## src/rtl/video_dma_pkg.sv

```systemverilog
// Shared definitions for the video DMA swap master: FSM states, DMA control
// register map and status bit positions.
`default_nettype none

package video_dma_pkg;

  typedef enum logic [2:0] {
    S_IDLE      = 3'd0,
    S_WR_BACK   = 3'd1,
    S_WR_SWAP   = 3'd2,
    S_WR_EN     = 3'd3,
    S_RD_STATUS = 3'd4,
    S_WAIT_DATA = 3'd5,
    S_CHECK     = 3'd6
  } state_t;

  localparam logic [1:0] REG_BUF     = 2'd0;
  localparam logic [1:0] REG_BACKBUF = 2'd1;
  localparam logic [1:0] REG_RES     = 2'd2;
  localparam logic [1:0] REG_STATUS  = 2'd3;

  localparam int BIT_SWAP_PENDING = 0;
  localparam int BIT_DMA_EN       = 2;

endpackage

`default_nettype wire

```

## src/rtl/video_dma_swap_master.sv

```systemverilog
// Avalon-MM master that programs a video DMA: back-buffer swap with status
// polling, or DMA enable update. All outputs are registered.
`default_nettype none

module video_dma_swap_master
  import video_dma_pkg::*;
#(
  parameter int READ_LATENCY = 1,
  parameter int POLL_LIMIT   = 1048576
) (
  input  logic        clk,
  input  logic        reset,
  input  logic        req_valid,
  input  logic        req_op,
  input  logic [31:0] req_address,
  input  logic        req_enable,
  output logic        req_ready,
  output logic        done,
  output logic        error,
  output logic [1:0]  master_address,
  output logic [3:0]  master_byteenable,
  output logic        master_read,
  output logic        master_write,
  output logic [31:0] master_writedata,
  input  logic [31:0] master_readdata,
  input  logic        master_waitrequest
);

  localparam int PW = $clog2(POLL_LIMIT + 1);
  localparam int LW = (READ_LATENCY < 2) ? 1 : $clog2(READ_LATENCY + 1);
  localparam logic [PW-1:0] POLL_MAX = PW'(POLL_LIMIT);
  localparam logic [LW-1:0] LAT_MAX  = LW'(READ_LATENCY);

  state_t        state, state_n;
  logic [31:0]   addr_q, addr_n;
  logic          en_q, en_n;
  logic          op_q, op_n;
  logic [31:0]   status_q, status_n;
  logic [PW-1:0] poll_q, poll_n;
  logic [LW-1:0] lat_q, lat_n;

  logic          done_n, error_n, ready_n, rd_n, wr_n;
  logic [1:0]    ma_n;
  logic [3:0]    be_n;
  logic [31:0]   wd_n;

  // Only the pending bit of the status word and none of the latched op are
  // consumed after capture; fold them into a sink so they stay visible.
  logic unused_bits;
  assign unused_bits = ^{status_q[31:1], op_q};

  always_comb begin
    state_n  = state;
    addr_n   = addr_q;
    en_n     = en_q;
    op_n     = op_q;
    status_n = status_q;
    poll_n   = poll_q;
    lat_n    = lat_q;
    done_n   = 1'b0;
    error_n  = 1'b0;

    case (state)
      S_IDLE: begin
        if (req_valid && req_ready) begin
          addr_n  = req_address;
          en_n    = req_enable;
          op_n    = req_op;
          state_n = req_op ? S_WR_EN : S_WR_BACK;
        end
      end
      S_WR_BACK: begin
        if (!master_waitrequest) state_n = S_WR_SWAP;
      end
      S_WR_SWAP: begin
        if (!master_waitrequest) begin
          poll_n  = '0;
          state_n = S_RD_STATUS;
        end
      end
      S_WR_EN: begin
        if (!master_waitrequest) begin
          done_n  = 1'b1;
          state_n = S_IDLE;
        end
      end
      S_RD_STATUS: begin
        if (!master_waitrequest) begin
          poll_n  = poll_q + PW'(1);
          lat_n   = LW'(1);
          state_n = S_WAIT_DATA;
        end
      end
      S_WAIT_DATA: begin
        // lat_q counts cycles since the read was accepted
        if (lat_q == LAT_MAX) begin
          status_n = master_readdata;
          state_n  = S_CHECK;
        end else begin
          lat_n = lat_q + LW'(1);
        end
      end
      S_CHECK: begin
        if (!status_q[BIT_SWAP_PENDING]) begin
          done_n  = 1'b1;
          state_n = S_IDLE;
        end else if (poll_q == POLL_MAX) begin
          error_n = 1'b1;
          state_n = S_IDLE;
        end else begin
          state_n = S_RD_STATUS;
        end
      end
      default: state_n = S_IDLE;
    endcase

    // Bus outputs are decoded from the upcoming state so they register in
    // the same edge as the transition and stay put while stalled.
    rd_n    = 1'b0;
    wr_n    = 1'b0;
    ma_n    = 2'd0;
    be_n    = 4'h0;
    wd_n    = 32'd0;
    ready_n = (state_n == S_IDLE);
    case (state_n)
      S_WR_BACK: begin
        wr_n = 1'b1;
        ma_n = REG_BACKBUF;
        be_n = 4'hF;
        wd_n = addr_n;
      end
      S_WR_SWAP: begin
        wr_n = 1'b1;
        ma_n = REG_BUF;
        be_n = 4'hF;
      end
      S_WR_EN: begin
        wr_n             = 1'b1;
        ma_n             = REG_STATUS;
        be_n             = 4'h1;
        wd_n[BIT_DMA_EN] = en_n;
      end
      S_RD_STATUS: begin
        rd_n = 1'b1;
        ma_n = REG_STATUS;
        be_n = 4'hF;
      end
      default: ;
    endcase
  end

  always_ff @(posedge clk) begin
    if (reset) begin
      state             <= S_IDLE;
      addr_q            <= 32'd0;
      en_q              <= 1'b0;
      op_q              <= 1'b0;
      status_q          <= 32'd0;
      poll_q            <= '0;
      lat_q             <= '0;
      req_ready         <= 1'b1;
      done              <= 1'b0;
      error             <= 1'b0;
      master_read       <= 1'b0;
      master_write      <= 1'b0;
      master_address    <= 2'd0;
      master_byteenable <= 4'h0;
      master_writedata  <= 32'd0;
    end else begin
      state             <= state_n;
      addr_q            <= addr_n;
      en_q              <= en_n;
      op_q              <= op_n;
      status_q          <= status_n;
      poll_q            <= poll_n;
      lat_q             <= lat_n;
      req_ready         <= ready_n;
      done              <= done_n;
      error             <= error_n;
      master_read       <= rd_n;
      master_write      <= wr_n;
      master_address    <= ma_n;
      master_byteenable <= be_n;
      master_writedata  <= wd_n;
    end
  end

endmodule

`default_nettype wire

```

## config.mk

```make
export PLATFORM = sky130hd
export DESIGN_NAME = video_dma_swap_master
export DESIGN_NICKNAME = d
export VERILOG_FILES = /design/src/rtl/video_dma_pkg.sv /design/src/rtl/video_dma_swap_master.sv
export SDC_FILE = /design/constraint.sdc
export NUM_CORES = 1
export LEC_CHECK = 0
export ABC_AREA = 1
export CORE_MARGIN = 2
export CORE_UTILIZATION = 30
export DETAILED_ROUTE_END_ITERATION = 10
export DONT_BUFFER_PORTS = 1
export GPL_ROUTABILITY_DRIVEN = 0
export PLACE_DENSITY = 0.46
export SETUP_SLACK_MARGIN = 0.15
export SYNTH_ARGS = -nofsm -noshare
export SYNTH_HDL_FRONTEND = slang
export SYNTH_SLANG_ARGS = --single-unit
export TNS_END_PERCENT = 5
```

## constraint.sdc

```tcl
create_clock -name clk -period 2.9 [get_ports clk]
set_clock_uncertainty 0.2 [all_clocks]
set_input_delay 0.435 -clock clk [delete_from_list [all_inputs] [get_ports clk]]
set_output_delay 0.435 -clock clk [all_outputs]
set_load 0.01 [all_outputs]
```

==> impl_metrics.tcl <==
set metrics [dict create \
    ant_nets 0 \
    cts_sinks 100 \
    pwr-share-comb_pct 17.7 \
    final_common_cell "nand2_1" \
    irDropWorstVdd_mv 0.260 \
    grt_max_degree 63 \
    route.detailed.drc 0 \
    grt_antenna_before_repair 0 \
    maxCapViolCount 0 \
    leakagePower_nw 1.87 \
    worstHoldPathType "in -> reg" \
    ys_seq_area_share_pct 45.2 \
    die_area_um2 15800 \
    path_max_fanout 33 \
    rr_worst_depth 8 \
    htreeDepth 3 \
    core_um2 14500 \
    final-hold-violation-count 0 \
    slew_headroom_pct 59.0 \
    required_ns 2.89 \
    chipHeight_um 126 \
    post-cts-setup-buffer-count 0 \
    crit_buf_inv 2 \
    powerDensity_nw_per_um2 672 \
    cts_buffer_depth 2 \
    pwr-share-clk_pct 33.9 \
    grt_pass1_vias 3549 \
    cts-buffers-inserted 9 \
    clock.fmax_mhz 458 \
    synth-warning-count 0 \
    synth.cell_area_um2 4430 \
    start_util_pct 30.6 \
    p_int_mw 2.24 \
    end_kind "flip-flop" \
    slowest_delay_ns 0.50 \
    syn-instance-count 622 \
    drv_slew 0 \
    finalWirelength_um 9920 \
    num-nets-final 684 \
    ios 113 \
    clock_latency_ns 0.34 \
    cts_resized 0 \
    root_buffer "clkbuf_16" \
    wl_per_cell_um 12.4 \
    crit_family "simple AND/OR/NAND/NOR gates" \
    net-switching-power_mw 0.994 \
    rsz0062_at_grt "false" \
    fin_crit_ns 2.19 \
    final_cell_mix "nand2_1, dfxtp_1, inv_1" \
    dp_hpwl_um 6510 \
    synth_nets 694 \
    worstPathArrival_ns 2.18 \
    synthDistinctLibCells 33 \
    rows 44 \
    viasPerCell 4.51 \
    dr.pass1.iters 4 \
    whs_ns 0.0383 \
    switching_share_pct 30.7 \
    num_vias 3607 \
    cts_tree "yes" \
    ys_ff_latch 100 \
    placed_area_um2 4530 \
    holdPathStages 3 \
    n_fill_cell 1556 \
    antenna_cells 0 \
    cpMostUsedCell "nand2_1" \
    path_clk_slew_ns 0.07 \
    worst-path-stages 8 \
    path_class "reg -> reg" \
    first_iter_violations 154 \
    tns_ns 0 \
    worstMarginPinSlew_ns 0.615 \
    holdBufCountCts 2 \
    drive_gt1_share_pct 10.6 \
    syn_to_final_growth_pct 8.72 \
    finalSetupViolCount 0 \
    die_x_um 126 \
    finish.instance_area_um2 4820 \
    globalRouteTotalUtil_pct 13.1 \
    grt-ovfl-total 0 \
    crit_chain "inv_4 -> nor2_2 -> nand2_1 -> nor2_1 -> nand2_1 -> nand4_4 -> buf_4 -> nand3_1" \
    portBuffers 0 \
    status "completed" \
    post-route-period-util_pct 75.4 \
    seqPwrFrac_pct 48.5 \
    syn-mean-instance-area_um2 7.13 \
    cp-start-kind "flip-flop" \
    crit_slowest_cell "dfxtp_1" \
    grt_pass1_wl_um 16800 \
]
==> power by group through the flow <==
stage	logic, mW	clock network (mW)	registers (mW)
after global placement	0.553	0	1.60
after floorplan	0.518	0	1.57
after global routing	0.676	1.19	1.58
after detailed placement	0.562	0	1.60
after CTS	0.583	1.15	1.57
final	0.572	1.10	1.57
==> per-layer routing <==
metal,global-route usage [%],share of wire (%),up-vias
li1,-,-,1908
met1,16.1,48,1618
met2,21.2,45,70
met3,5.09,5.5,11
met4,3.92,1.9,0
met5,0,0,-
==> through the flow <==
step	power [mW]	worst slack, ns	cells	utilization [%]
2_1_floorplan	2.09	1.26	622	-
3_3_place_gp	2.16	0.691	783	31.3
3_5_place_dp	2.16	0.692	783	31.3
4_1_cts	3.30	0.674	799	33.3
5_1_grt	3.45	0.504	799	33.3
6_report	3.24	0.714	799	33.3
==> worst paths after layout <==
kind	slack [ns]	endpoint	from
hold / removal	0.04	poll_q[6]	reset
setup / recovery	0.71	master_byteenable[2]	state[1]
setup reg to reg	0.71	master_byteenable[2]	state[1]
hold reg to reg	0.28	en_q	en_q
==> registers in the layout, indices dropped and copies added, names as in the netlist, 2 cells and up <==
register,cells
poll_q,21
master_writedata,32
master_address,2
state,3
master_byteenable,2
addr_q,32
==> logic make-up after synthesis <==
logic type	after synthesis	synth area share (%)
AOI/OAI and AO/OA	103	12.3
adders and majority gates	2	0.564
buffers and inverters	126	12.1
and+or+nand+nor	291	29.9
DFF	100	45.2
==> synthesized netlist by cell type, drive strengths merged <==
library cell / count / area share [%]
nor2: 107 / 12
a21boi: 1 / 0.17
o21a: 1 / 0.17
nand3: 32 / 3.7
o21ai: 78 / 8.8
ha: 2 / 0.56
nand4: 8 / 1.5
a21oi: 18 / 2.3
nor3: 7 / 1.2
nand2: 136 / 12
buf: 12 / 2.2
nor4: 1 / 0.14
a22oi: 1 / 0.17
clkbuf: 15 / 1.5
a211oi: 2 / 0.34
dfxtp: 100 / 45
o211ai: 1 / 0.17
o21bai: 1 / 0.17
inv: 99 / 8.4
==> layout make-up <==
type	instances	area, µm²	share of cell area (%)
Clock buffer	12	246	5.11
Clock inverter	2	12.5	0.260
Inverter	99	374	7.76
Multi-Input combinational cell	396	1890	39.3
Sequential cell	100	2000	41.5
Tap cell	184	230	4.78
Timing Repair Buffer	6	60.1	1.25
==> worst reg2reg max path, cell delays in order (launching register included) <==
cell and delay, ns:
dfxtp_1 0.50, inv_4 0.11, nor2_2 0.13, nand2_1 0.09, nor2_1 0.10, nand2_1 0.14
nand4_4 0.11, buf_4 0.48, nand3_1 0.18
Power figures use the tool's default switching activity.
